==> src/rtl/cla_addsub_pipe_pkg.sv <==
// Shared constants for the pipelined carry-lookahead adder/subtractor.
package cla_pkg;

    // Operation encoding on in_op
    localparam logic [1:0] OP_ADD = 2'b00;
    localparam logic [1:0] OP_ADC = 2'b01;
    localparam logic [1:0] OP_SUB = 2'b10;
    localparam logic [1:0] OP_SBC = 2'b11;

    // Width of one first-level lookahead group
    localparam int GROUP_W = 4;

endpackage

==> src/rtl/cla_addsub_pipe_if.sv <==
// Operand/result handshake bundle. The master side is the upstream operand
// source together with the downstream result sink; the slave side is the adder.
interface cla_addsub_pipe_if #(
    parameter int WIDTH = 8
);
    logic             in_valid;
    logic             in_ready;
    logic [WIDTH-1:0] in_a;
    logic [WIDTH-1:0] in_b;
    logic [1:0]       in_op;
    logic             in_cin;
    logic             out_valid;
    logic             out_ready;
    logic [WIDTH-1:0] out_sum;
    logic             out_cout;
    logic             out_ovf;
    logic             out_zero;
    logic             out_neg;

    modport master (
        output in_valid, in_a, in_b, in_op, in_cin, out_ready,
        input  in_ready, out_valid, out_sum, out_cout, out_ovf, out_zero, out_neg
    );

    modport slave (
        input  in_valid, in_a, in_b, in_op, in_cin, out_ready,
        output in_ready, out_valid, out_sum, out_cout, out_ovf, out_zero, out_neg
    );
endinterface

==> src/rtl/cla_addsub_pipe_cla.sv <==
// Carry-lookahead building blocks: a 4-bit group and a half-width adder made
// of groups joined by a second-level lookahead (no ripple between groups).
module cla_group4
    import cla_pkg::*;
(
    input  logic [GROUP_W-1:0] a,
    input  logic [GROUP_W-1:0] b,
    input  logic               cin,
    output logic [GROUP_W-1:0] sum,
    output logic               p,
    output logic               g
);
    logic [GROUP_W-1:0] w_p;
    logic [GROUP_W-1:0] w_g;
    logic [GROUP_W-1:0] w_c;

    assign w_p = a ^ b;
    assign w_g = a & b;

    // Internal bit carries, each expanded directly from cin and the bit P/G
    always_comb begin
        w_c[0] = cin;
        w_c[1] = w_g[0] | (w_p[0] & cin);
        w_c[2] = w_g[1] | (w_p[1] & w_g[0]) | (w_p[1] & w_p[0] & cin);
        w_c[3] = w_g[2] | (w_p[2] & w_g[1]) | (w_p[2] & w_p[1] & w_g[0])
               | (w_p[2] & w_p[1] & w_p[0] & cin);
    end

    assign sum = w_p ^ w_c;
    assign p   = &w_p;
    assign g   = w_g[3] | (w_p[3] & w_g[2]) | (w_p[3] & w_p[2] & w_g[1])
               | (w_p[3] & w_p[2] & w_p[1] & w_g[0]);
endmodule

module cla_half
    import cla_pkg::*;
#(
    parameter int HW = 4
)(
    input  logic [HW-1:0] a,
    input  logic [HW-1:0] b,
    input  logic          cin,
    output logic [HW-1:0] sum,
    output logic          cout
);
    localparam int NG = HW / GROUP_W;

    logic [NG-1:0] w_gp;
    logic [NG-1:0] w_gg;
    logic [NG:0]   w_gc;
    logic          v_c;
    logic          v_t;

    // Second-level lookahead: every group carry is a flat sum of products of
    // group G/P terms and cin, so no group waits on its neighbour's carry.
    always_comb begin
        w_gc = '0;
        v_c  = 1'b0;
        v_t  = 1'b0;
        for (int k = 0; k <= NG; k++) begin
            v_c = cin;
            for (int m = 0; m < k; m++) v_c = v_c & w_gp[m];
            for (int j = 0; j < k; j++) begin
                v_t = w_gg[j];
                for (int m = j + 1; m < k; m++) v_t = v_t & w_gp[m];
                v_c = v_c | v_t;
            end
            w_gc[k] = v_c;
        end
    end

    for (genvar gi = 0; gi < NG; gi++) begin : g_grp
        cla_group4 u_grp (
            .a   (a[gi*GROUP_W +: GROUP_W]),
            .b   (b[gi*GROUP_W +: GROUP_W]),
            .cin (w_gc[gi]),
            .sum (sum[gi*GROUP_W +: GROUP_W]),
            .p   (w_gp[gi]),
            .g   (w_gg[gi])
        );
    end

    assign cout = w_gc[NG];
endmodule

==> src/rtl/cla_addsub_pipe.sv <==
// Two-stage pipelined carry-lookahead add/sub with flags. Stage 0 adds the low
// half and captures the half-carry; stage 1 adds the high half and registers
// the result and flags. Simple valid/ready skid-free pipeline.
module cla_addsub_pipe
    import cla_pkg::*;
#(
    parameter int WIDTH = 8
)(
    input  logic             clk,
    input  logic             rst_n,
    cla_addsub_pipe_if.slave bus
);
    localparam int HW = WIDTH / 2;

    if ((WIDTH % 8) != 0 || WIDTH < 8) begin : g_width_chk
        $error("cla_addsub_pipe: WIDTH must be a non-zero multiple of 8");
    end

    logic             w_s0_en;
    logic             w_s1_en;
    logic [WIDTH-1:0] w_b_prep;
    logic             w_c0;
    logic [HW-1:0]    w_sum_lo;
    logic             w_hc;
    logic [HW-1:0]    w_sum_hi;
    logic             w_cout;
    logic             w_c_msb;
    logic [WIDTH-1:0] w_sum_full;

    logic             r_s0_vld;
    logic [HW-1:0]    r_sum_lo;
    logic             r_hc;
    logic [HW-1:0]    r_a_hi;
    logic [HW-1:0]    r_b_hi;

    logic             r_out_vld;
    logic [WIDTH-1:0] r_sum;
    logic             r_cout;
    logic             r_ovf;
    logic             r_zero;
    logic             r_neg;

    // Each stage advances when its downstream slot is empty or draining
    assign w_s1_en = !r_out_vld || bus.out_ready;
    assign w_s0_en = !r_s0_vld  || w_s1_en;

    // Operand prep: subtraction is A + ~B + c0
    always_comb begin
        w_b_prep = bus.in_b;
        w_c0     = 1'b0;
        case (bus.in_op)
            OP_ADD: begin w_b_prep = bus.in_b;  w_c0 = 1'b0;       end
            OP_ADC: begin w_b_prep = bus.in_b;  w_c0 = bus.in_cin; end
            OP_SUB: begin w_b_prep = ~bus.in_b; w_c0 = 1'b1;       end
            OP_SBC: begin w_b_prep = ~bus.in_b; w_c0 = bus.in_cin; end
            default: ;
        endcase
    end

    cla_half #(.HW(HW)) u_lo (
        .a    (bus.in_a[HW-1:0]),
        .b    (w_b_prep[HW-1:0]),
        .cin  (w_c0),
        .sum  (w_sum_lo),
        .cout (w_hc)
    );

    // Stage 0: low-half sum, half-carry and the upper operand halves
    always_ff @(posedge clk or negedge rst_n) begin
        if (!rst_n) begin
            r_s0_vld <= 1'b0;
            r_sum_lo <= '0;
            r_hc     <= 1'b0;
            r_a_hi   <= '0;
            r_b_hi   <= '0;
        end else if (w_s0_en) begin
            r_s0_vld <= bus.in_valid;
            if (bus.in_valid) begin
                r_sum_lo <= w_sum_lo;
                r_hc     <= w_hc;
                r_a_hi   <= bus.in_a[WIDTH-1:HW];
                r_b_hi   <= w_b_prep[WIDTH-1:HW];
            end
        end
    end

    cla_half #(.HW(HW)) u_hi (
        .a    (r_a_hi),
        .b    (r_b_hi),
        .cin  (r_hc),
        .sum  (w_sum_hi),
        .cout (w_cout)
    );

    // Carry into the MSB recovered from the MSB sum bit and its operands
    assign w_c_msb    = w_sum_hi[HW-1] ^ r_a_hi[HW-1] ^ r_b_hi[HW-1];
    assign w_sum_full = {w_sum_hi, r_sum_lo};

    // Stage 1: output register holds result and flags stable under backpressure
    always_ff @(posedge clk or negedge rst_n) begin
        if (!rst_n) begin
            r_out_vld <= 1'b0;
            r_sum     <= '0;
            r_cout    <= 1'b0;
            r_ovf     <= 1'b0;
            r_zero    <= 1'b0;
            r_neg     <= 1'b0;
        end else if (w_s1_en) begin
            r_out_vld <= r_s0_vld;
            if (r_s0_vld) begin
                r_sum  <= w_sum_full;
                r_cout <= w_cout;
                r_ovf  <= w_c_msb ^ w_cout;
                r_zero <= (w_sum_full == '0);
                r_neg  <= w_sum_full[WIDTH-1];
            end
        end
    end

    assign bus.in_ready  = w_s0_en;
    assign bus.out_valid = r_out_vld;
    assign bus.out_sum   = r_sum;
    assign bus.out_cout  = r_cout;
    assign bus.out_ovf   = r_ovf;
    assign bus.out_zero  = r_zero;
    assign bus.out_neg   = r_neg;
endmodule
==> src/flat_wrapper.sv <==
// flat-port wrapper written by rule: the top's interface ports become plain ports
module cla_addsub_pipe_flat import cla_pkg::*;
#(
    parameter int WIDTH = 8
)
  (clk, rst_n, bus_in_valid, bus_in_a, bus_in_b, bus_in_op, bus_in_cin, bus_out_ready, bus_in_ready, bus_out_valid, bus_out_sum, bus_out_cout, bus_out_ovf, bus_out_zero, bus_out_neg);
  cla_addsub_pipe_if #(.WIDTH(WIDTH)) bus_i ();
  input  logic clk;
  input  logic rst_n;
  input wire logic [$bits(bus_i.in_valid)-1:0] bus_in_valid;
  input wire logic [$bits(bus_i.in_a)-1:0] bus_in_a;
  input wire logic [$bits(bus_i.in_b)-1:0] bus_in_b;
  input wire logic [$bits(bus_i.in_op)-1:0] bus_in_op;
  input wire logic [$bits(bus_i.in_cin)-1:0] bus_in_cin;
  input wire logic [$bits(bus_i.out_ready)-1:0] bus_out_ready;
  output wire logic [$bits(bus_i.in_ready)-1:0] bus_in_ready;
  output wire logic [$bits(bus_i.out_valid)-1:0] bus_out_valid;
  output wire logic [$bits(bus_i.out_sum)-1:0] bus_out_sum;
  output wire logic [$bits(bus_i.out_cout)-1:0] bus_out_cout;
  output wire logic [$bits(bus_i.out_ovf)-1:0] bus_out_ovf;
  output wire logic [$bits(bus_i.out_zero)-1:0] bus_out_zero;
  output wire logic [$bits(bus_i.out_neg)-1:0] bus_out_neg;
  assign bus_i.in_valid = bus_in_valid;
  assign bus_i.in_a = bus_in_a;
  assign bus_i.in_b = bus_in_b;
  assign bus_i.in_op = bus_in_op;
  assign bus_i.in_cin = bus_in_cin;
  assign bus_i.out_ready = bus_out_ready;
  assign bus_in_ready = bus_i.in_ready;
  assign bus_out_valid = bus_i.out_valid;
  assign bus_out_sum = bus_i.out_sum;
  assign bus_out_cout = bus_i.out_cout;
  assign bus_out_ovf = bus_i.out_ovf;
  assign bus_out_zero = bus_i.out_zero;
  assign bus_out_neg = bus_i.out_neg;
  cla_addsub_pipe #(.WIDTH(WIDTH)) u_core (.clk(clk), .rst_n(rst_n), .bus(bus_i));
endmodule
==> config.mk <==
export PLATFORM = sky130hd
export DESIGN_NAME = cla_addsub_pipe_flat
export DESIGN_NICKNAME = d
export VERILOG_FILES = /design/src/rtl/cla_addsub_pipe_pkg.sv /design/src/rtl/cla_addsub_pipe_if.sv /design/src/rtl/cla_addsub_pipe_cla.sv /design/src/rtl/cla_addsub_pipe.sv /design/src/flat_wrapper.sv
export SDC_FILE = /design/constraint.sdc
export NUM_CORES = 1
export LEC_CHECK = 0
export CAP_MARGIN = 10
export CORE_MARGIN = 2
export CORE_UTILIZATION = 35
export CTS_CLUSTER_SIZE = 28
export DETAILED_ROUTE_END_ITERATION = 6
export PLACE_DENSITY_LB_ADDON = 0.08
export REMOVE_ABC_BUFFERS = 1
export SYNTH_ARGS = -nofsm -noshare
export SYNTH_HDL_FRONTEND = slang
export SYNTH_HIERARCHICAL = 1
export SYNTH_SLANG_ARGS = --single-unit
==> constraint.sdc <==
create_clock -name clk -period 1.95 [get_ports clk]
set_clock_uncertainty 0.15 [all_clocks]
set_input_delay 0.195 -clock clk [delete_from_list [all_inputs] [get_ports clk]]
set_output_delay 0.195 -clock clk [all_outputs]
set_load 0.005 [all_outputs]
# After elaboration in Yosys (flattened, before gate mapping)

Cells that the tools add are included.

Logic and storage cells: 89
Register bits: 27
Input bits: 23

Bitwise operators: 60
Reductions and logical operators: 13
Mux-type cells: 2
Equality and inequality tests: 3

Operators by type and width:

| operator                                       | count |
|---|---|
| AND 1 bit                                      | 30 |
| OR 1 bit                                       | 20 |
| case mux 8 bit (2 select lines)                | 1 |
| XOR 4 bit                                      | 4 |
| AND 4 bit                                      | 2 |
| logical NOT 8 bit                              | 1 |
| NOT 8 bit                                      | 1 |
| AND reduction 4 bit                            | 2 |
| OR reduction 2 bit                             | 3 |
| == test 2 bit (second input constant)          | 2 |
| AND reduction 2 bit                            | 2 |
| case mux 1 bit (3 select lines)                | 1 |
| XOR 1 bit                                      | 3 |
| == test 2 x 1 -> 1 bit (second input constant) | 1 |
| logical NOT 1 bit                              | 2 |
| logical NOT 2 bit                              | 1 |
| logical OR 1 bit                               | 2 |

# Depth between registers and ports, before layout

Gate-level depths: netlist of run 1.

Depth after elaboration: 9
Depth in mapped cells: 8
Depth with buffers taken out: 8

# Hierarchy

The synthesis of run 1 kept the hierarchy.

Modules (own cells, without submodules):

| module          | times used | area an instance (um2) | cells each |
|---|---|---|---|
| cla_addsub_pipe | 1          | 1187.4                 | 75 |
| cla_group4      | 2          | 182.7                  | 22 |
| cla_half        | 2          | 7.5                    | 1 |

# Worst setup path after synthesis of run 1

OpenSTA, ideal clock, no wires.

Path kind: reg2reg
From: reg u_core.r_a_hi[2]
To: reg u_core.r_ovf, in the netlist u_core/bus.out_ovf
Data required time: 1675 ps
Cell stages (with the launch flop): 9
Slack: -103 ps
Clock period less this slack: 2053 ps
Library setup time: 125 ps
Buffers on the path: 0
Arrival: 1778 ps
Cells stage by stage: dfrtp_1 ha_1 a21oi_1 nand2_1 a21o_1 a21o_1 xor2_1 xnor2_1 mux2_2

Elaborated cells between the ends (all ways): 25
Classes of those cells: bitwise: 24; reduce/logical: 1

RTL lines:

| what                                   | line                                                 | text |
|---|---|---|
| from (decl)                            | cla_addsub_pipe.sv:33                                | `logic [HW-1:0] r_a_hi;` |
| from (signal assigned)                 | cla_addsub_pipe.sv:81                                | `r_a_hi <= bus.in_a[WIDTH-1:HW];` |
| AND 4 bit or XOR 4 bit (tied branches) | cla_addsub_pipe_cla.sv:18, cla_addsub_pipe_cla.sv:17 |  |
| AND 1 bit (on tied branches)           | cla_addsub_pipe_cla.sv:31, cla_addsub_pipe_cla.sv:32 |  |
| OR 1 bit, or another cell as far along | cla_addsub_pipe_cla.sv:31                            | `assign g = w_g[3] \| (w_p[3] & w_g[2]) \| (w_p[3] & w_p[2] & w_g[1])` |
| OR 1 bit or AND 1 bit (tied branches)  | cla_addsub_pipe_cla.sv:31, cla_addsub_pipe_cla.sv:32 |  |
| OR 1 bit *                             | cla_addsub_pipe_cla.sv:32                            | `\| (w_p[3] & w_p[2] & w_p[1] & w_g[0]);` |
| named net u_core.u_hi.v_t              | cla_addsub_pipe_cla.sv:52                            | `logic v_t;` |
| OR 1 bit *                             | cla_addsub_pipe_cla.sv:66                            | `v_c = v_c \| v_t;` |
| named net u_core.w_cout                | cla_addsub_pipe.sv:26                                | `logic w_cout;` |
| XOR 1 bit *                            | cla_addsub_pipe.sv:113                               | `r_ovf <= w_c_msb ^ w_cout;` |
| to (signal assigned)                   | cla_addsub_pipe.sv:113                               |  |
| to (decl)                              | cla_addsub_pipe.sv:39                                | `logic r_ovf;` |

The timed path passes the listed nets; every way through them passes the cells marked *.
A chain may end at the register's enable or synchronous reset.

# Worst setup path in the final report of run 1

From: reg u_core.r_a_hi[2]
To: reg u_core.r_ovf, in the netlist u_core/bus.out_ovf

Elaborated cells between the ends (all ways): 25
Classes of those cells: bitwise: 24; reduce/logical: 1

RTL lines:

| what                       | line                      | text |
|---|---|---|
| XOR 4 bit                  | cla_addsub_pipe_cla.sv:17 | `assign w_p = a ^ b;` |
| AND reduction 4 bit        | cla_addsub_pipe_cla.sv:30 | `assign p = &w_p;` |
| named net u_core.u_hi.w_gp | cla_addsub_pipe_cla.sv:48 | `logic [NG-1:0] w_gp;` |
| AND 1 bit                  | cla_addsub_pipe_cla.sv:62 | `for (int m = 0; m < k; m++) v_c = v_c & w_gp[m];` |
| OR 1 bit                   | cla_addsub_pipe_cla.sv:66 |  |
| named net u_core.w_cout    | cla_addsub_pipe.sv:26     |  |
| XOR 1 bit                  | cla_addsub_pipe.sv:113    |  |

The timed path passes the listed nets, and every way through them passes these cells.

==> reports/metrics.cfg, run 1 <==
[logic_synthesis]
ys_warn_count = 6
yosys.area.top_type = dfrtp_1
synthTopCellsByCount = dfrtp_1, mux2_2, xor2_1
synthTopCellsByArea = dfrtp_1, mux2_2, mux2_4
ys_seq_elements = 26
synth-edff-count = 0
ys_seq_area_frac = 0.415
async_flop_share = 1.00
synth_area_sq_mm = 0.00157
ys.flop_type = dfrtp_1
synth_cells = 121
synth.most_common_cell = dfrtp_1
syn_area_per_cell_sq_um = 13.0
synth_cell_types = 27
synth_top_area_share = 0.415

[clocking]
cts_made_buffers = 3
clock_latency_ns = 0.27
cts_tree = built
clock_sinks = 26
clockBufferDepth = 2
root_buffer = clkbuf_8
clkTransAtPathRegs_ns = 0.09
holdBufCountCts = 0
cts_max_level = 1

[route]
vias_per_cell = 4.71
drc_errors = 0
wl_um = 3090
drt_iter0_drc = 54
dr.pass1.iters = 3
wl_per_cell_um = 13.5
vias = 1074
final_antenna_net_count = 0

[floorplan]
ios = 37
die_h_um = 70.9
initial_core_util = 0.363
dieArea_sq_mm = 0.00503
core_area_sq_mm = 0.00432
rows = 24
die_w_um = 70.9

[run_status]
outcome = finished, violations left
violations = negative setup slack

[power]
power_w = 0.00235
leakagePower_nw = 1.05
power.density_mw_per_mm2 = 1040
comb_power_share = 0.489
pwr-share-clk = 0.150
ir_drop_mv = 0.357
p_int_w = 0.00164
p_switching_w = 0.000706
swShare = 0.301
pwr-share-seq = 0.361

[critical_path]
reg2reg_to = u_core/bus.out_ovf
cp_num_buf_inv = 1
r2r_start = u_core/r_a_hi[2]
cpPeakStageDelay_ns = 0.43
worstSetupStartpointType = flop
worstPathMaxFanout = 4
crit_family = flip-flops
arrival_ns = 2.07
worstSetupEndpointType = flop
r2r_cells = 7
required_ns = 1.97
crit_start = u_core/r_a_hi[2]
path_class = flop to flop
regToRegSetupSlack_ns = -0.10
cpMaxStageDelayCell = dfrtp_1
path_cells = ha_4, buf_4, and4_2, a21o_1, xor2_1, xnor2_1, mux2_2

[grt]
grt_usage = 0.138
grt_pass1_vias = 1124
grt_max_degree = 27
grt_overflow = 0
grt_pass1_wl_um = 5360
antenna_found_initial = 0

[final_layout]
n_antenna_cell = 0
fillers = 379
drive_gt1_frac = 0.398
regArea_sq_um = 652
multi_input_area_sq_um = 957
area_growth_syn_to_layout_pct = 44.2
postLayoutCellArea_sq_mm = 0.00226
nNetsFinal = 212

[timing]
tightestPinTransition_ns = 0.352
fmax_ghz = 0.487
fin_crit_sh = 1.05
hold_viol = 0
grt_setup_unrepaired = true
relSlewSlack = 0.765
layout_setup_ws_ns = -0.102
hold_ws_ns = 0.134
min_period_ns = 2.05
drv_slew = 0
finalSetupViolCount = 1

[run]
max_cap_violations = 0

[placed_design]
placed_area_sq_mm = 0.00208
portBuffers = 36
place.gp.congestion = 0.818
dp_hpwl_um = 2340

[hold_path]
hp-class = input pin to async pin

-- worst max-delay path by stage --
stage,end,slack [ns],depth (start not counted)
6_report,u_core/bus.out_ovf,-0.10,7
5_1_grt,u_core/bus.out_ovf,-0.14,8
4_1_cts,u_core/bus.out_ovf,-0.09,8
3_5_place_dp,u_core/r_hc,-0.39,8
3_3_place_gp,u_core/r_hc,-0.37,8
2_1_floorplan,u_core/bus.out_ovf,-0.10,8
-- power by group through the flow --
stage / logic (W) / registers, W / clock network [W]
2_1_floorplan: 0.000530 / 0.000829 / 0
6_report: 0.00115 / 0.000846 / 0.000352
3_3_place_gp: 0.00101 / 0.000830 / 0
5_1_grt: 0.00124 / 0.000878 / 0.000390
4_1_cts: 0.00108 / 0.000839 / 0.000370
3_5_place_dp: 0.00103 / 0.000840 / 0
-- per-layer routing --
metal | wire length, um | share of wire | track usage | vias to the layer above
li1 | - | - | - | 525
met4 | 75 | 0.024 | 0.0692 | 0
met1 | 1400 | 0.45 | 0.177 | 518
met5 | 0 | 0 | 0 | -
met3 | 108 | 0.035 | 0.0242 | 4
met2 | 1500 | 0.49 | 0.224 | 27
-- sequential cells by signal, indices dropped and copies added, names as in the netlist --
name	flops
u_core/r_b_hi	4
u_core/r_sum_lo	4
u_core/bus.out_sum	8
u_core/bus.out_zero	1
u_core/r_hc	1
u_core/r_a_hi	4
u_core/bus.out_cout	1
u_core/r_s0_vld	1
u_core/bus.out_valid	1
u_core/bus.out_ovf	1
-- metrics by stage --
step / util / cells / TNS (ns) / setup WS, ns
final: 0.523 / 228 / -0.102 / -0.102
after global routing: 0.523 / 228 / -0.157 / -0.136
after CTS: 0.505 / 227 / -0.120 / -0.0889
after detailed placement: 0.480 / 222 / -2.23 / -0.394
after global placement: 0.480 / 222 / -1.98 / -0.367
after floorplan: - / 117 / -0.103 / -0.103
-- layout make-up --
class                      count  area share
clock buffer                   4      0.0243
inverter                       8      0.0133
multi-input combinational     83       0.423
sequential                    26       0.288
tap                           52      0.0288
timing repair buffer          55       0.222
-- cell families after synthesis --
logic type | Yosys count | synth area share
multiplexers | 24 | 0.196
flip-flops | 26 | 0.415
AND/OR/NAND/NOR | 19 | 0.0886
buffers and inverters | 12 | 0.0471
XOR/XNOR | 17 | 0.0950
adder cells (fa/ha/maj) | 12 | 0.105
AO/OA/AOI/OAI | 11 | 0.0527
-- cell usage in the layout (no fill, tap or decap), drive strengths merged --
cell type | netlist | routed
xnor2 | 6 | 6
nand2b | 2 | 2
dlygate4sd2 | 0 | 1
nand3 | 4 | 4
mux2 | 24 | 24
or2b | 1 | 1
xor2 | 11 | 11
nor4 | 2 | 2
clkbuf | 0 | 4
clkdlybuf4s50 | 0 | 35
nand2 | 4 | 4
fa | 2 | 2
ha | 10 | 10
a21oi | 4 | 4
a21bo | 1 | 1
buf | 4 | 19
inv | 8 | 8
dfrtp | 26 | 26
nand3b | 1 | 1
nand4 | 3 | 3
a21o | 6 | 6
and4 | 2 | 2
-- repair_timing --
item,CTS,global route
gates resized for setup,7,10
setup endpoints to repair,8,5
pin swaps,6,3
buffers inserted,2,1
cloned,0,0
Power figures use the tool's default switching activity.
==> inputs of run 2 (changes only) <==
Settings changed: CTS_BUF_LIST set to sky130_fd_sc_hd__clkbuf_8.
Clock period 1.95 ns to 1.9 ns, I/O delays scaled along.
==> reports/metrics.cfg, run 2 (synthesized netlist as in run 1, its figures left out) <==
[final_layout]
fin_util = 0.527  ; +0.00463
fillers = 384  ; +1.3%
largest_register_ff_count = 8  ; unchanged
nNetsFinal = 216  ; +1.9%
mostFrequentLayoutCells = clkdlybuf4s50_1, dfrtp_1, buf_4, mux2_2, mux2_4
area_growth_syn_to_layout_pct = 45.5
regArea_sq_um = 653  ; +0.19%
final_common_cell = clkdlybuf4s50_1
postLayoutCellArea_sq_mm = 0.00228  ; +0.89%
n_antenna_cell = 0  ; unchanged
drive_gt1_frac = 0.428  ; +0.0301
multi_input_area_sq_um = 947  ; -1.0%

[critical_path]
reg2reg_to = u_core/bus.out_ovf
r2r_cells = 8  ; +1
cpMaxStageDelayCell = dfrtp_1
crit_start = u_core/r_a_hi[2]
path_cells = ha_4, a21oi_4, nand2_1, a21o_1, a21o_1, xor2_1, xnor2_1, mux2_2
r2r_start = u_core/r_a_hi[2]
path_class = flop to flop
regToRegSetupSlack_ns = -0.10  ; about the same
required_ns = 1.92  ; -0.05 ns
cpPeakStageDelay_ns = 0.42  ; about the same
crit_top_cell = a21o_1
worstSetupStartpointType = flop
crit_path_end = u_core/bus.out_ovf
worstPathMaxFanout = 4  ; unchanged
arrival_ns = 2.02  ; -0.05 ns
worstSetupEndpointType = flop

[placed_design]
place.gp.congestion = 0.800  ; -2.2%
dp_hpwl_um = 2290  ; -2.1%
placed_area_sq_mm = 0.00209  ; +0.72%
portBuffers = 36  ; unchanged

[timing]
hold_viol = 0  ; unchanged
relSlewSlack = 0.780  ; +0.0145
fin_crit_sh = 1.06  ; +0.00299
drv_slew = 0  ; unchanged
fmax_ghz = 0.499  ; +2.3%
fin_tns_setup_ns = -0.142  ; -0.0407 ns
layout_setup_ws_ns = -0.105  ; -0.00307 ns
min_period_ns = 2.00  ; -0.0469 ns
grt_setup_unrepaired = true
tightestPinTransition_ns = 0.330  ; -0.0217 ns
finalSetupViolCount = 2  ; +1

[floorplan]
core_area_sq_mm = 0.00432  ; unchanged
initial_core_util = 0.363  ; unchanged
die_w_um = 70.9  ; unchanged
rows = 24  ; unchanged
die_h_um = 70.9  ; unchanged
ios = 37  ; unchanged
dieArea_sq_mm = 0.00503  ; unchanged

[grt]
grt_pass1_wl_um = 5200  ; -3.0%
antenna_found_initial = 0  ; unchanged
grt_pass1_vias = 1116  ; -0.71%
grt_overflow = 0  ; unchanged
grt_usage = 0.132  ; -0.00598
grt_max_degree = 27  ; unchanged

[clocking]
cts_tree = built
root_buffer = clkbuf_8
cts_made_buffers = 3  ; unchanged
cts_max_level = 1  ; unchanged
clock_sinks = 26  ; unchanged
clockBufferDepth = 2  ; unchanged
clkTransAtPathRegs_ns = 0.09  ; about the same
clock_latency_ns = 0.27  ; about the same

[route]
drt_iter0_drc = 33  ; -39%
dr.pass1.iters = 6  ; +3
final_antenna_net_count = 0  ; unchanged
wl_um = 3060  ; -1.0%
vias_per_cell = 4.69  ; -0.53%
vias = 1087  ; +1.2%
drc_errors = 0  ; unchanged
wl_per_cell_um = 13.2  ; -2.7%

[power]
power.density_mw_per_mm2 = 1060  ; +2.2%
ir_drop_mv = 0.321  ; -9.9%
leakagePower_nw = 1.07  ; +2.4%

[hold_path]
hp-class = input pin to async pin

[run_status]
violations = negative setup slack
outcome = finished, violations left

[run]
max_cap_violations = 0  ; unchanged

run 2: changes by cell type in the layout (fill, tap and decap cells not counted), sizes merged:
| cell | change |
|---|---|
| buf | +4 |
| dlygate4sd2 | -1 |
| clkdlybuf4s50 | -1 |
| dlymetal6s2s | +1 |
| clkbuf | +1 |
run 2: repair_timing:
item | 4_1_cts | 5_1_grt
setup buffers | 4 | 1
endpoints found under the hold margin | 0 | 0
gates resized for setup | 9 | 13
hold buffers | 0 | 0
setup endpoints to repair | 8 | 7
pin swaps | 10 | 9
run 2: worst min path at each step:
stage / start / endpoint / slack, ns / depth (start not counted)
CTS: rst_n / u_core/bus.out_valid / 0.13 / 2
detailed placement: u_core/bus.out_zero / u_core/bus.out_zero / 0.32 / 1
floorplan: rst_n / u_core/bus.out_cout / -0.26 / 0
global route: rst_n / u_core/bus.out_valid / 0.14 / 2
finish: rst_n / u_core/bus.out_valid / 0.12 / 2
global placement: u_core/bus.out_zero / u_core/bus.out_zero / 0.32 / 1
run 2: report_power, final:
part	switching (W)	internal (W)
sequential	0.000133	0.000734
combinational	0.000416	0.000779
clock	0.000173	0.000186
run 2: stage by stage:
stage / total power [W] / hold slack (ns) / setup WS, ns / std cells
after global placement: 0.00192 / 0.322 / -0.412 / 224
after global routing: 0.00261 / 0.144 / -0.162 / 232
final: 0.00242 / 0.122 / -0.105 / 232
after floorplan: 0.00140 / -0.256 / -0.153 / 117
after CTS: 0.00240 / 0.128 / -0.123 / 231
after detailed placement: 0.00194 / 0.324 / -0.455 / 224
run 2: cell type report:
cell class	count	share of cell area
Tap cell	52	0.0285
Timing Repair Buffer	59	0.233
Multi-Input combinational cell	83	0.415
Inverter	8	0.0132
Sequential cell	26	0.286
Clock buffer	4	0.0241
run 2: routing by layer:
| layer | global-route usage | routed length, um |
|---|---|---|
| met4 | 0.0629 | 63 |
| met1 | 0.173 | 1380 |
| met5 | 0 | 0 |
| met2 | 0.218 | 1510 |
| met3 | 0.0157 | 99 |
run 2: worst max-delay path, delay by kind of cell (launching register included):
family,cells,cell delay [ns]
and+or+nand+nor,1,0.07
adders and majority gates,1,0.27
AOI/OAI and AO/OA,3,0.45
DFF,1,0.42
xor gates and xnor gates,2,0.29
muxes,1,0.25
==> variant (config.mk and constraints of run 1) <==
Reset style: synchronous (`rst_n`), changed in 2 clocked blocks.
--- a/src/rtl/cla_addsub_pipe.sv
+++ b/src/rtl/cla_addsub_pipe.sv
@@ -66,7 +66,7 @@
     );
 
     // Stage 0: low-half sum, half-carry and the upper operand halves
-    always_ff @(posedge clk or negedge rst_n) begin
+    always_ff @(posedge clk) begin
         if (!rst_n) begin
             r_s0_vld <= 1'b0;
             r_sum_lo <= '0;
@@ -97,7 +97,7 @@
     assign w_sum_full = {w_sum_hi, r_sum_lo};
 
     // Stage 1: output register holds result and flags stable under backpressure
-    always_ff @(posedge clk or negedge rst_n) begin
+    always_ff @(posedge clk) begin
         if (!rst_n) begin
             r_out_vld <= 1'b0;
             r_sum     <= '0;
Function: differs if rst_n is asserted again (counterexample within 4 cycles, from zero or initial values and one cycle with rst_n low); with rst_n held inactive, the same outputs for 10 cycles.
==> variant against run 1 <==
Sequential share of layout area decreased by 4.2 points; synthesized area decreased by 4.5%; count of clock-buffer cells in the layout decreased by 1; die area decreased by 4.3%; worst setup slack improved by 0.12 ns; wire length increased by 12%; synthesized cell count increased by 45%; sequential cell count unchanged; design area decreased by 4.7%; highest routed layer unchanged.
Power is not compared: it rests on default switching activity, and its combinational part moved more than twofold at a synthesized area within 25%.
==> variant: results <==
export IMPL_via_density_per_instance=5.11
export IMPL_layoutNonFillerInstCount=271
export IMPL_final_nets=257
export IMPL_cts_repair_timing_setup_buffer_count=0
export IMPL_synth_top_cells_by_area="sky130_fd_sc_hd__dfxtp_1, sky130_fd_sc_hd__a21oi_1, sky130_fd_sc_hd__ha_1"
export IMPL_grtUsageTotal_pct=14.6
export IMPL_async_reset_ff_share_pct=0
export IMPL_pre_cts_slack_ns=-0.281
export IMPL_grt_pass1_wl_um=5920
export IMPL_status="finished clean"
export IMPL_routedLengthMet1_um=1550
export IMPL_worst_r2r_startpoint="u_core/r_b_hi[2]"
export IMPL_synth_cells=175
export IMPL_routed_wire_length_on_met2_um=1760
export IMPL_drt_pre_antenna_iters=4
export IMPL_critical_path_arrival_ns=1.96
export IMPL_post_synth_most_frequent_cells="sky130_fd_sc_hd__a21oi_1, sky130_fd_sc_hd__dfxtp_1, sky130_fd_sc_hd__nand3_1, sky130_fd_sc_hd__o21ai_0, sky130_fd_sc_hd__xnor2_1"
export IMPL_worstMarginPinSlew_ns=0.565
export IMPL_detailroute_wirelength_met3_um=107
export IMPL_dp_final_hpwl_um=2650
export IMPL_crit_slowest_cell="sky130_fd_sc_hd__dfxtp_2"
export IMPL_worst_path_largest_cell_delay_ns=0.35
export IMPL_detailed_route_iter0_violations=83
export IMPL_ff2ff_path_depth=8
export IMPL_drt_wl_total_um=3450
export IMPL_post_place_cells=267
export IMPL_total_power_mw=1.45
export IMPL_setup_viol=0
export IMPL_worstHoldPathType="reg -> reg"
export IMPL_drive_above_1_share_pct=21.7
export IMPL_fin_hold_ws_ns=0.331
## variant: cell types whose count changed after synthesis, moves of 13 or more
cell                      change
sky130_fd_sc_hd__dfxtp_1     +26
sky130_fd_sc_hd__nand3_1     +18
sky130_fd_sc_hd__a21oi_1     +26
sky130_fd_sc_hd__dfrtp_1     -26
sky130_fd_sc_hd__mux2_2      -13
sky130_fd_sc_hd__o21ai_0     +17
## variant: layout make-up
class,instances,area (um2)
Sequential cell,26,531
Timing Repair Buffer,54,498
Tap cell,50,62.6
Multi-Input combinational cell,125,947
Fill cell,377,1900
Inverter,12,45.0
Clock buffer,3,41.3
Clock inverter,1,30.0
## variant: cells by family after synthesis
logic type | synth area share [%]
AO/OA/AOI/OAI | 22.8
XOR/XNOR | 9.95
adder cells (fa/ha/maj) | 11.0
buffers and inverters | 7.52
flip-flops | 34.8
multiplexers | 0.752
AND/OR/NAND/NOR | 13.1
## variant: what timing repair did
item	CTS	global route
resized for setup	5	15
endpoints found under the setup margin	2	6
pin swaps	2	9
